[config.mk]
export PLATFORM = sky130hd
export DESIGN_NAME = alu_arbiter
export DESIGN_NICKNAME = d
export VERILOG_FILES = /design/src/rtl/calc_pkg.sv /design/src/rtl/alu_arbiter.sv
export SDC_FILE = /design/constraint.sdc
export NUM_CORES = 1
export LEC_CHECK = 0
export CORE_ASPECT_RATIO = 1.1
export CORE_MARGIN = 3
export CORE_UTILIZATION = 32
export DETAILED_ROUTE_END_ITERATION = 10
export PLACE_DENSITY_LB_ADDON = 0.05
export SETUP_SLACK_MARGIN = 0.2
export SYNTH_ARGS = -nofsm -noshare
export SYNTH_HDL_FRONTEND = slang
export SYNTH_SLANG_ARGS = --single-unit
export TNS_END_PERCENT = 100
[constraint.sdc]
create_clock -name clk_i -period 2.1 [get_ports clk_i]
set_clock_uncertainty 0.2 [all_clocks]
set_input_delay 0.63 -clock clk_i [delete_from_list [all_inputs] [get_ports clk_i]]
set_output_delay 0.63 -clock clk_i [all_outputs]
set_load 0.03 [all_outputs]
[src/rtl/calc_pkg.sv]
// Shared calculator types: operand word and ALU operation codes.
package calc_pkg;

    typedef logic [15:0] num_t;

    typedef enum logic [1:0] {
        OP_ADD = 2'd0,
        OP_SUB = 2'd1,
        OP_MUL = 2'd2,
        OP_DIV = 2'd3
    } op_t;

endpackage

[src/rtl/alu_arbiter.sv]
// Round-robin arbiter sharing one calculator ALU between NumReq requesters,
// one transaction in flight. Optional WAIT watchdog: define ALU_ARB_TIMEOUT_EN.
module alu_arbiter #(
    parameter int NumReq        = 2,
    parameter int IdxW          = (NumReq > 1) ? $clog2(NumReq) : 1,
    parameter int TimeoutCycles = 64
) (
    input  logic                          clk_i,
    input  logic                          rst_ni,
    input  logic [NumReq-1:0]             req_valid_i,
    output logic [NumReq-1:0]             req_ready_o,
    input  calc_pkg::num_t [NumReq-1:0]   req_left_i,
    input  calc_pkg::num_t [NumReq-1:0]   req_right_i,
    input  calc_pkg::op_t  [NumReq-1:0]   req_op_i,
    output logic [NumReq-1:0]             rsp_valid_o,
    input  logic [NumReq-1:0]             rsp_ready_i,
    output calc_pkg::num_t                rsp_result_o,
    output logic                          rsp_error_o,
    output calc_pkg::num_t                alu_left_o,
    output calc_pkg::num_t                alu_right_o,
    output calc_pkg::op_t                 alu_op_o,
    output logic                          alu_in_valid_o,
    input  logic                          alu_in_ready_i,
    input  calc_pkg::num_t                alu_result_i,
    input  logic                          alu_out_valid_i,
    output logic                          alu_out_ready_o
);

    localparam logic [1:0] S_IDLE    = 2'd0;
    localparam logic [1:0] S_ISSUE   = 2'd1;
    localparam logic [1:0] S_WAIT    = 2'd2;
    localparam logic [1:0] S_RESPOND = 2'd3;

    if (NumReq < 1 || NumReq > 8 || TimeoutCycles < 1) begin : g_bad_cfg
        $error("alu_arbiter: unsupported NumReq/TimeoutCycles");
    end

    logic [1:0]      state;
    logic [IdxW-1:0] rr_ptr, owner, winner, cand, ptr_nxt;
    logic            any_req;
    int              idx;
    calc_pkg::num_t  left_q, right_q, result_q;
    calc_pkg::op_t   op_q;
    logic            tmo_hit;

    // Scan from rr_ptr upward with wrap; first valid requester wins.
    always_comb begin
        any_req = 1'b0;
        winner  = '0;
        idx     = 0;
        cand    = '0;
        for (int i = 0; i < NumReq; i++) begin
            idx = int'(rr_ptr) + i;
            if (idx >= NumReq) idx = idx - NumReq;
            cand = IdxW'(idx);
            if (req_valid_i[cand] && !any_req) begin
                any_req = 1'b1;
                winner  = cand;
            end
        end
        ptr_nxt = (int'(winner) == NumReq - 1) ? '0 : winner + 1'b1;
    end

    always_comb begin
        for (int i = 0; i < NumReq; i++) begin
            req_ready_o[i] = rst_ni && (state == S_IDLE) && any_req && (winner == IdxW'(i));
            rsp_valid_o[i] = (state == S_RESPOND) && (owner == IdxW'(i));
        end
    end

    assign alu_in_valid_o  = (state == S_ISSUE);
    assign alu_out_ready_o = (state == S_WAIT);
    assign alu_left_o      = left_q;
    assign alu_right_o     = right_q;
    assign alu_op_o        = op_q;
    assign rsp_result_o    = result_q;

`ifdef ALU_ARB_TIMEOUT_EN
    localparam int CntW = $clog2(TimeoutCycles + 1);
    logic [CntW-1:0] tmo_cnt;
    logic            error_q;

    // Counter saturates at the limit; it restarts on every entry to WAIT.
    always_ff @(posedge clk_i or negedge rst_ni) begin
        if (!rst_ni) begin
            tmo_cnt <= '0;
        end else if (state == S_ISSUE && alu_in_ready_i) begin
            tmo_cnt <= '0;
        end else if (state == S_WAIT && tmo_cnt != CntW'(TimeoutCycles)) begin
            tmo_cnt <= tmo_cnt + 1'b1;
        end
    end

    assign tmo_hit     = (state == S_WAIT) && (tmo_cnt == CntW'(TimeoutCycles));
    assign rsp_error_o = error_q;
`else
    assign tmo_hit     = 1'b0;
    assign rsp_error_o = 1'b0;
`endif

    always_ff @(posedge clk_i or negedge rst_ni) begin
        if (!rst_ni) begin
            state    <= S_IDLE;
            rr_ptr   <= '0;
            owner    <= '0;
            left_q   <= '0;
            right_q  <= '0;
            op_q     <= calc_pkg::OP_ADD;
            result_q <= '0;
`ifdef ALU_ARB_TIMEOUT_EN
            error_q  <= 1'b0;
`endif
        end else begin
            case (state)
                S_IDLE: begin
                    if (any_req) begin
                        left_q  <= req_left_i[winner];
                        right_q <= req_right_i[winner];
                        op_q    <= req_op_i[winner];
                        owner   <= winner;
                        rr_ptr  <= ptr_nxt;
                        state   <= S_ISSUE;
                    end
                end
                S_ISSUE: begin
                    if (alu_in_ready_i) state <= S_WAIT;
                end
                S_WAIT: begin
                    // A result landing on the limit cycle takes priority over the timeout.
                    if (alu_out_valid_i) begin
                        result_q <= alu_result_i;
`ifdef ALU_ARB_TIMEOUT_EN
                        error_q  <= 1'b0;
`endif
                        state    <= S_RESPOND;
                    end else if (tmo_hit) begin
                        result_q <= '0;
`ifdef ALU_ARB_TIMEOUT_EN
                        error_q  <= 1'b1;
`endif
                        state    <= S_RESPOND;
                    end
                end
                S_RESPOND: begin
                    if (rsp_ready_i[owner]) state <= S_IDLE;
                end
                default: state <= S_IDLE;
            endcase
        end
    end

endmodule
======== After elaboration in Yosys (flattened, before gate mapping) ========
Cells that the tools add are included.
operators by class
  $add $sub $neg .......................... 4
  muxes and demuxes ....................... 24
  order comparisons ....................... 6
  equality and inequality tests ........... 7
  reduce and logical (&&, ||, !) cells .... 12
  multipliers ............................. 0
  bitwise gates (word level) .............. 2
  shifts and indexed selects .............. 0
  div/mod/pow operators ................... 0
operator list
  cell                   count
  $mux W16               4
  $mux W1                13
  $mux W2                6
  $lt A1 B2 Y1 const B   4
  $pmux W2 S4            1
  $logic_and A1 B1 Y1    7
  $eq A2 B2 Y1 const B   2
  $ne A2 B1 Y1 const B   2
  $ne A2 B2 Y1 const B   2
  $reduce_and A2 Y1      2
  $reduce_and A4 Y1      1
  $add A1 B1 Y2 const B  1
  $eq A2 B1 Y1 const B   1
  $ge A1 B2 Y1 const B   1
  $ge A2 B2 Y1 const B   1
  $logic_not A2 Y1       1
  $not A1 Y1             2
  $sub A1 B1 Y1 const B  2
  $add A1 B1 Y1 const B  1
  $logic_not A1 Y1       1
storage, ports and cells
  memories kept ........................... 0
  latch bits .............................. 0
  output and inout port bits .............. 57
  ROM bits ................................ 0
  flip-flop bits (word level) ............. 54
  word-level logic and storage cells ...... 62
  bits in writable memories ............... 0
  input bits .............................. 92

======== Depth between registers and ports, before layout ========
Gate-level depths: netlist of run 1.
  depth after elaboration ................. 10
  mapped depth ............................ 7
  mapped depth without buffers ............ 6

======== Least setup slack after synthesis of run 1 ========
No wires, ideal clock.
  path type ............................... reg2out
  from .................................... register state[0]
  to ...................................... output req_ready_o[1]
  required time ........................... 1,270 ps
  arrival time ............................ 1,513 ps
  cell stages (with the launch flop) ...... 7
  slack ................................... -243 ps
  buffers on the path ..................... 1
  cells stage by stage .................... dfrtp_1 -> inv_1 -> ha_1 -> nand2_1 -> a21oi_2 -> buf_2 -> and2_1
between the ends
  longest elaborated chain between the ends .. 4
RTL lines
  what                               line                source
  start, declared                    alu_arbiter.sv:38   logic [1:0] state;
  start signal, assigned             alu_arbiter.sv:103  state <= S_IDLE;
  start signal, assigned             alu_arbiter.sv:122  state <= S_ISSUE;
  start signal, assigned             alu_arbiter.sv:126  if (alu_in_ready_i) state <= S_WAIT;
  $logic_not A2 Y1                   alu_arbiter.sv:66   req_ready_o[i] = rst_ni && (state == S_IDLE) && any_req && (winner == IdxW'(i));
  $logic_and A1 B1 Y1 (3 in series)  alu_arbiter.sv:66
  end, declared                      alu_arbiter.sv:11   output logic [NumReq-1:0] req_ready_o,
No other way between the ends.

======== Worst setup path after layout of run 1 ========
  from .................................... input req_valid_i[0]
  to ...................................... output req_ready_o[1]
between the ends
  longest elaborated chain between the ends .. 8
  elaborated cells between the ends (all ways) .. 12
  those cells by class .................... mux (8); reduce/logical (4)
RTL lines
  what                                         line               source
  start, declared                              alu_arbiter.sv:10  input logic [NumReq-1:0] req_valid_i,
  $mux W1 (not written as such) (2 in series)  alu_arbiter.sv:56  if (req_valid_i[cand] && !any_req) begin
  $mux W1                                      alu_arbiter.sv:56
  $logic_not A1 Y1                             alu_arbiter.sv:56
  $logic_and A1 B1 Y1                          alu_arbiter.sv:56
  $mux W1                                      alu_arbiter.sv:56
  $logic_and A1 B1 Y1                          alu_arbiter.sv:66
  $logic_and A1 B1 Y1 *                        alu_arbiter.sv:66
Mark *: on every way between the ends. The rest lies on a longest branch, timed or not. The select of a mux whose other input is x is not followed.

==> key figures, run 1 <==
Pwr
  • Flop pwr share: 0.288
  • Part of the power in the clock network: 0.136
  • Cell-internal power: 3596 uW
  • Pwr dens: 1506 nW/um^2
  • Net switching power figure: about 2700 uW
  • Lkg Pwr: around 0.0021 uW
  • Sw Share: 0.4263
  • Tot Pwr: between 6000 and 7000 uW
  • Comb power frac: 0.576
  • Maximum vdd drop: approximately 0.00088 V

Placed design
  • Inst Count DP: approximately 410
  • Port bufs: between 100 and 150
  • DPL Wire Length: 5.013 mm
  • Routability cong.: around 0.75

Clock network
  • H-tree depth: 2
  • Clk sink count: 54
  • CTS root buffer: clkbuf_8
  • Total CTS buffers: 5
  • Clock slew at reported path FFs: 0.10 ns
  • CTS tree: yes
  • Clk Latency, worst-skew pair: roughly 0.30 ns
  • Clock Tree Buf Depth: 2

Finish
  • P&R area growth vs syn: 82.70%
  • # nets final: 450
  • Number of diodes: 0
  • Share of cells above drive strength 1: 0.3588
  • Post-Layout Cell Count: about 440
  • Commonest non-fill, non-tap cells in the layout: clkdlybuf4s50_1 (87), dfrtp_1 (54), clkbuf_2 (43), inv_1 (39), a222oi_1 (35)
  • Commonest non-fill, non-tap cell in the layout: clkdlybuf4s50_1

Outcome
  • Status: finished with violations
  • Failing checks: negative setup slack

Die
  • Rows: 31
  • Die W: 86.46 um
  • Total die area: around 8000 um^2
  • Io pins: 149
  • Core footprint: 6749 um^2
  • Die H: ~95 um
  • Starting Density: 0.3376

Worst setup path
  • Critical Path End Type: primary output
  • Critical path class: primary input to primary output
  • Worst-path fanout max: 3
  • CP arrival: around 1.4 ns
  • CP startpoint kind: primary input
  • Worst EP required: 1.27 ns

Synthesis
  • Syn. warnings: 0
  • Synth area leaders: dfrtp_1 (59%), a222oi_1 (15%), mux2_2 (7.9%)
  • Sequential fraction of the synthesis area: 0.5931
  • Synth top area share: 0.5931
  • Leading area contributor after synthesis: dfrtp_1
  • Mapped Cells: 180
  • Mapped Nets: approximately 280
  • Post-synthesis register bit count: 54
  • Syn avg cell area: roughly 13 um^2
  • Mapped cell area: 2278 um^2
  • Synth cell types: 18

Hold path
  • Hold Crit Class: primary input to asynchronous set/reset pin

Drt
  • Via/cell ratio: 4.906
  • First-pass iteration count of the detailed router: 5
  • Final antenna-violating net count: 0
  • Remaining DRCs: 0
  • Drt initial violations: around 180
  • Routed WL: approximately 7.5 mm
  • Via count: roughly 2100
  • Drt wl/cell: around 17 um

Global route
  • Largest net degree at the start of global routing: slightly above 40
  • Initial antenna violation count: 0
  • GRT Overall Usage: 0.1698
  • Aggregate global routing overflow: 0
  • Vias in the first global route: between 2000 and 2500
  • First-pass GRT wire length: between 10 and 15 mm

STA
  • Post-route setup slack: -0.1503 ns
  • Relative slew slack: 0.6468
  • Tmin final: roughly 2.3 ns
  • Setup-failing EPs final: 5
  • RSZ-0062 raised after global routing: true
  • Final worst path period share: 1.072
  • Hold Vio Cnt, Final: 0
  • Fmax achieved: between 400 and 500 MHz
  • Slew @ Worst Pin: 0.5297 ns
  • Slew Limit Fails: 0

Job
  • Max-Cap Viols: 0
[final cells by class]
cell class	count	area, um^2
clock inverter	2	60.06
tap	82	102.6
timing repair buffer	177	1600
fill	577	2586
multi-input combinational	74	812.0
sequential	54	1351
clock buffer	6	82.58
inverter	41	153.9
[cell usage after synthesis]
| cell type | count |
|---|---|
| mux2_4 | 1 |
| o221ai_2 | 1 |
| mux2_2 | 16 |
| nand2b_1 | 1 |
| a21oi_2 | 2 |
| a222oi_1 | 35 |
| conb_1 | 1 |
| buf_4 | 1 |
| mux2i_1 | 1 |
| ha_1 | 5 |
| a21o_1 | 2 |
| nand2_1 | 4 |
| o21ai_1 | 1 |
| inv_1 | 41 |
| and2_1 | 2 |
| nor2_1 | 2 |
| dfrtp_1 | 54 |
| buf_2 | 10 |
[cell families after synthesis]
| logic type | share of synthesized area |
|---|---|
| fa+ha+maj | 0.02746 |
| simple gates | 0.01812 |
| mux | 0.09006 |
| flops | 0.5931 |
| other cells | 0.001646 |
| compound gates | 0.1768 |
| buf+inv | 0.09281 |
[worst max-delay path, stage by stage]
cell and delay [ns]:
dlygate4sd2_1 0.26, buf_6 0.13, a21oi_4 0.12, and2_4 0.16
buf_6 0.12
[power by group through the flow]
stage / clock (uW) / combinational (uW) / sequential, uW
floorplan: 0 / 1140 / 2750
global placement: 0 / 3580 / 1810
detailed placement: 0 / 3590 / 1840
CTS: 881 / 3620 / 1800
global route: 925 / 3880 / 1870
finish: 854 / 3610 / 1800
[per-layer routing]
metal | wire, um | vias up | global-route usage | share of wire
met1 | 3043 | 1034 | 0.2075 | 0.41
met2 | 3782 | 90 | 0.2921 | 0.51
met3 | 572 | 7 | 0.05061 | 0.076
li1 | - | 1008 | - | -
met5 | 0 | - | 0 | 0
met4 | 87 | 0 | 0.04286 | 0.012
[sequential cells by signal, indices dropped and copies added (netlist names)]
| name | count |
|---|---|
| alu_left_o | 16 |
| alu_op_o | 2 |
| alu_right_o | 16 |
| owner | 1 |
| rr_ptr | 1 |
| rsp_result_o | 16 |
| state | 2 |
[repair_timing]
action,in CTS,in global routing
endpoints found under the setup margin,92,93
setup buffers,10,3
hold buffers,0,0
resized for setup,119,61
gates cloned,0,3
pin swaps,3,4
[final timing paths]
check,start,to,slack (ns),cells past startpoint
min in group clk_i,alu_left_o[12],alu_left_o[12],0.30,2
min reg2reg,alu_left_o[12],alu_left_o[12],0.30,2
max reg2reg,state[1],state[1],0.12,6
max,req_valid_i[0],req_ready_o[1],-0.15,5
max in group asynchronous,rst_ni,rsp_result_o[8],1.10,2
min,rst_ni,alu_left_o[9],0.10,2
[per-stage QoR]
stage | worst slack (ns) | hold slack (ns) | TNS [ns] | instance area [um^2] | util
6_report | -0.1503 | 0.1044 | -0.6524 | 4163 | 0.6168
5_1_grt | -0.2383 | 0.1054 | -0.9970 | 4163 | 0.6168
4_1_cts | -0.1517 | 0.09118 | -0.4646 | 4227 | 0.6263
3_5_place_dp | -0.3927 | 0.2753 | -9.044 | 3934 | 0.5829
3_3_place_gp | -0.3828 | 0.2709 | -8.237 | 3934 | 0.5829
2_1_floorplan | 0.05108 | 0.1344 | 0 | 2328 | -
(Power assumes the default switching activity.)
==> inputs of run 2 (changes only) <==
Settings changed: ABC_CLOCK_PERIOD_IN_PS from default to 2100.
==> results of run 2 <==
No change in the layout: final DEF, timing and power equal those of run 1.
==> inputs of run 3 (changes only) <==
Settings changed: CELL_PAD_IN_SITES_DETAIL_PLACEMENT from default to 1, CELL_PAD_IN_SITES_GLOBAL_PLACEMENT from default to 2, CORE_UTILIZATION 32 to 19, CTS_CLUSTER_DIAMETER from default to 150.
==> run 3 against run 2 <==
Net effect:
- the run still ends with negative setup slack left
- hold slack improved by 0.0050 ns
- cell area increased by 1.7%
- clock-buffer cell count increased by 1
- utilization decreased by 25 points
- global-route usage decreased by 4.5 points
- largest power group unchanged
- wire length increased by 13%
- via count increased by 2.1%
- register-to-register slack improved by 0.08 ns
- clock power decreased by 4.8%
- die area increased by 63%
- first-iteration DRC count decreased by 15%
- sequential cell count unchanged
==> key figures, run 3 (synthesis gave the netlist of run 1 again) <==
Die
  • Starting Density: 0.1965
  • Die W: about 110 um
  • Die H: about 120 um
  • Total die area: 13340 um^2
  • Rows: 41
  • Io pins: approximately 150
  • Core footprint: roughly 12000 um^2

Placed design
  • Port bufs: ~150
  • Inst Count DP: slightly below 500
  • Routability cong.: 0.6995
  • Worst Setup Slack post-DPL: -0.4495 ns
  • DPL Wire Length: ~6.0 mm

Worst setup path
  • CP arrival: about 1.4 ns
  • Worst-path cell chain: inv_2 -> ha_4 -> nand2_2 -> a21oi_4 -> and2_4 -> buf_6
  • Buffers & Inverters on Critical Path: 2
  • Reg-to-reg startpoint: state[0]
  • Max incr delay on CP: 0.39 ns
  • Slowest CP cell: dfrtp_1
  • CP startpoint kind: flop
  • CP Depth: 6
  • Worst-path fanout max: 3
  • Critical path class: flop to primary output
  • RR Endpoint: state[1]
  • Worst r2r path cells: 6
  • Delay-heaviest family, CP: flip-flops
  • Worst EP required: between 1 and 1.5 ns
  • Critical Path End Type: primary output
  • Worst R2R Setup Slack: ~0.20 ns

STA
  • Final worst path period share: 1.048
  • RSZ-0062 raised after global routing: true
  • Setup-failing EPs final: 5
  • Hold Vio Cnt, Final: 0
  • Post-route setup slack: -0.09985 ns
  • Slew Limit Fails: 0
  • Hold Worst Slack: ~0.11 ns
  • Fmax achieved: between 400 and 500 MHz
  • Tmin final: 2.200 ns

Pwr
  • Maximum vdd drop: around 0.00045 V
  • Lkg Pwr: between 0.002 and 0.0025 uW
  • Pwr dens: 1453 nW/um^2

Global route
  • Largest net degree at the start of global routing: 36
  • Initial antenna violation count: 0
  • Vias in the first global route: 2466
  • Aggregate global routing overflow: 0
  • GRT Overall Usage: 0.1249
  • First-pass GRT wire length: between 10 and 15 mm

Outcome
  • Status: finished with violations
  • Failing checks: negative setup slack

Clock network
  • CTS tree: yes
  • H-tree depth: 2
  • Clock Tree Buf Depth: 2
  • CTS root buffer: clkbuf_16
  • Total CTS buffers: 5
  • # hold bufs at CTS: 0
  • Clock slew at reported path FFs: 0.07 ns
  • Clk sink count: 54
  • Clk Latency, worst-skew pair: a little under 0.3 ns

Finish
  • Commonest non-fill, non-tap cell in the layout: clkdlybuf4s50_1
  • P&R area growth vs syn: 85.89%
  • Share of cells above drive strength 1: 0.2586
  • # nets final: 445
  • # fillers: ~1300
  • Commonest non-fill, non-tap cells in the layout: clkdlybuf4s50_1 (86), dfrtp_1 (54), inv_1 (39), a222oi_1 (35), clkdlybuf4s15_1 (26)
  • Number of diodes: 0
  • Post-Layout Cell Count: 498

Drt
  • Via count: around 2200
  • Drt wl/cell: 17.00 um
  • First-pass iteration count of the detailed router: 6
  • Remaining DRCs: 0
  • Drt initial violations: 152
  • Via/cell ratio: 4.386
  • Final antenna-violating net count: 0
  • Routed WL: around 8.5 mm

Hold path
  • Hold Crit Class: primary input to asynchronous set/reset pin

Job
  • Max-Cap Viols: 0
[run 3: cell count changes in the layout (fill, tap and decap cells not counted), sizes merged]
cell,before,now
buf,34,32
bufinv,2,0
clkbuf,52,26
clkdlybuf4s15,8,28
clkdlybuf4s50,87,86
dlygate4sd2,2,7
[run 3: how the worst max path moves through the flow]
| stage | from | to |
|---|---|---|
| floorplan | state[1] | req_ready_o[1] |
| global placement | req_valid_i[1] | req_ready_o[1] |
| detailed placement | req_valid_i[1] | req_ready_o[1] |
| CTS | state[1] | req_ready_o[0] |
| global route | state[0] | req_ready_o[0] |
| finish | state[0] | req_ready_o[1] |
[run 3: final cells by class]
type                    instances  area, um^2  share of cell area
well taps                     150       187.7             0.04431
clock buffers                   7       132.6             0.03131
repair buffers                172        1615              0.3814
multi-input cells              74       794.5              0.1876
inverters                      41       153.9             0.03634
flip-flops and latches         54        1351              0.3191
[run 3: what timing repair did]
item / in CTS / in global routing
gates resized for setup: 87 / 48
endpoints found under the setup margin: 92 / 50
setup buffers: 7 / 1
cloned: 0 / 1
pin swaps: 2 / 2
[run 3: report_power, final]
group / total, uW / switching (uW) / internal [uW] / leakage [uW]
sequential: 1820 / 274 / 1550 / 0.000662
clock: 813 / 375 / 438 / 0.0000640
combinational: 3520 / 2030 / 1490 / 0.00132
total: 6150 / 2680 / 3480 / 0.00205
[run 3: per-layer routing]
layer	vias to the layer above	routed length [um]	part of all wire	track usage
met4	0	118	0.014	0.03772
met2	101	4092	0.48	0.2185
met3	7	794	0.094	0.05536
li1	997	-	-	-
met1	1079	3459	0.41	0.1368
met5	-	0	0	0
[run 3: through the flow]
| stage | cell area, um^2 | util | total power [uW] | TNS, ns |
|---|---|---|---|---|
| detailed placement | 4066 | 0.3507 | 5545 | -14.44 |
| global placement | 4066 | 0.3507 | 5513 | -13.43 |
| CTS | 4255 | 0.3670 | 6250 | -0.3274 |
| global route | 4235 | 0.3653 | 6577 | -0.5869 |
| floorplan | 2328 | - | 3891 | 0 |
| finish | 4235 | 0.3653 | 6154 | -0.2624 |
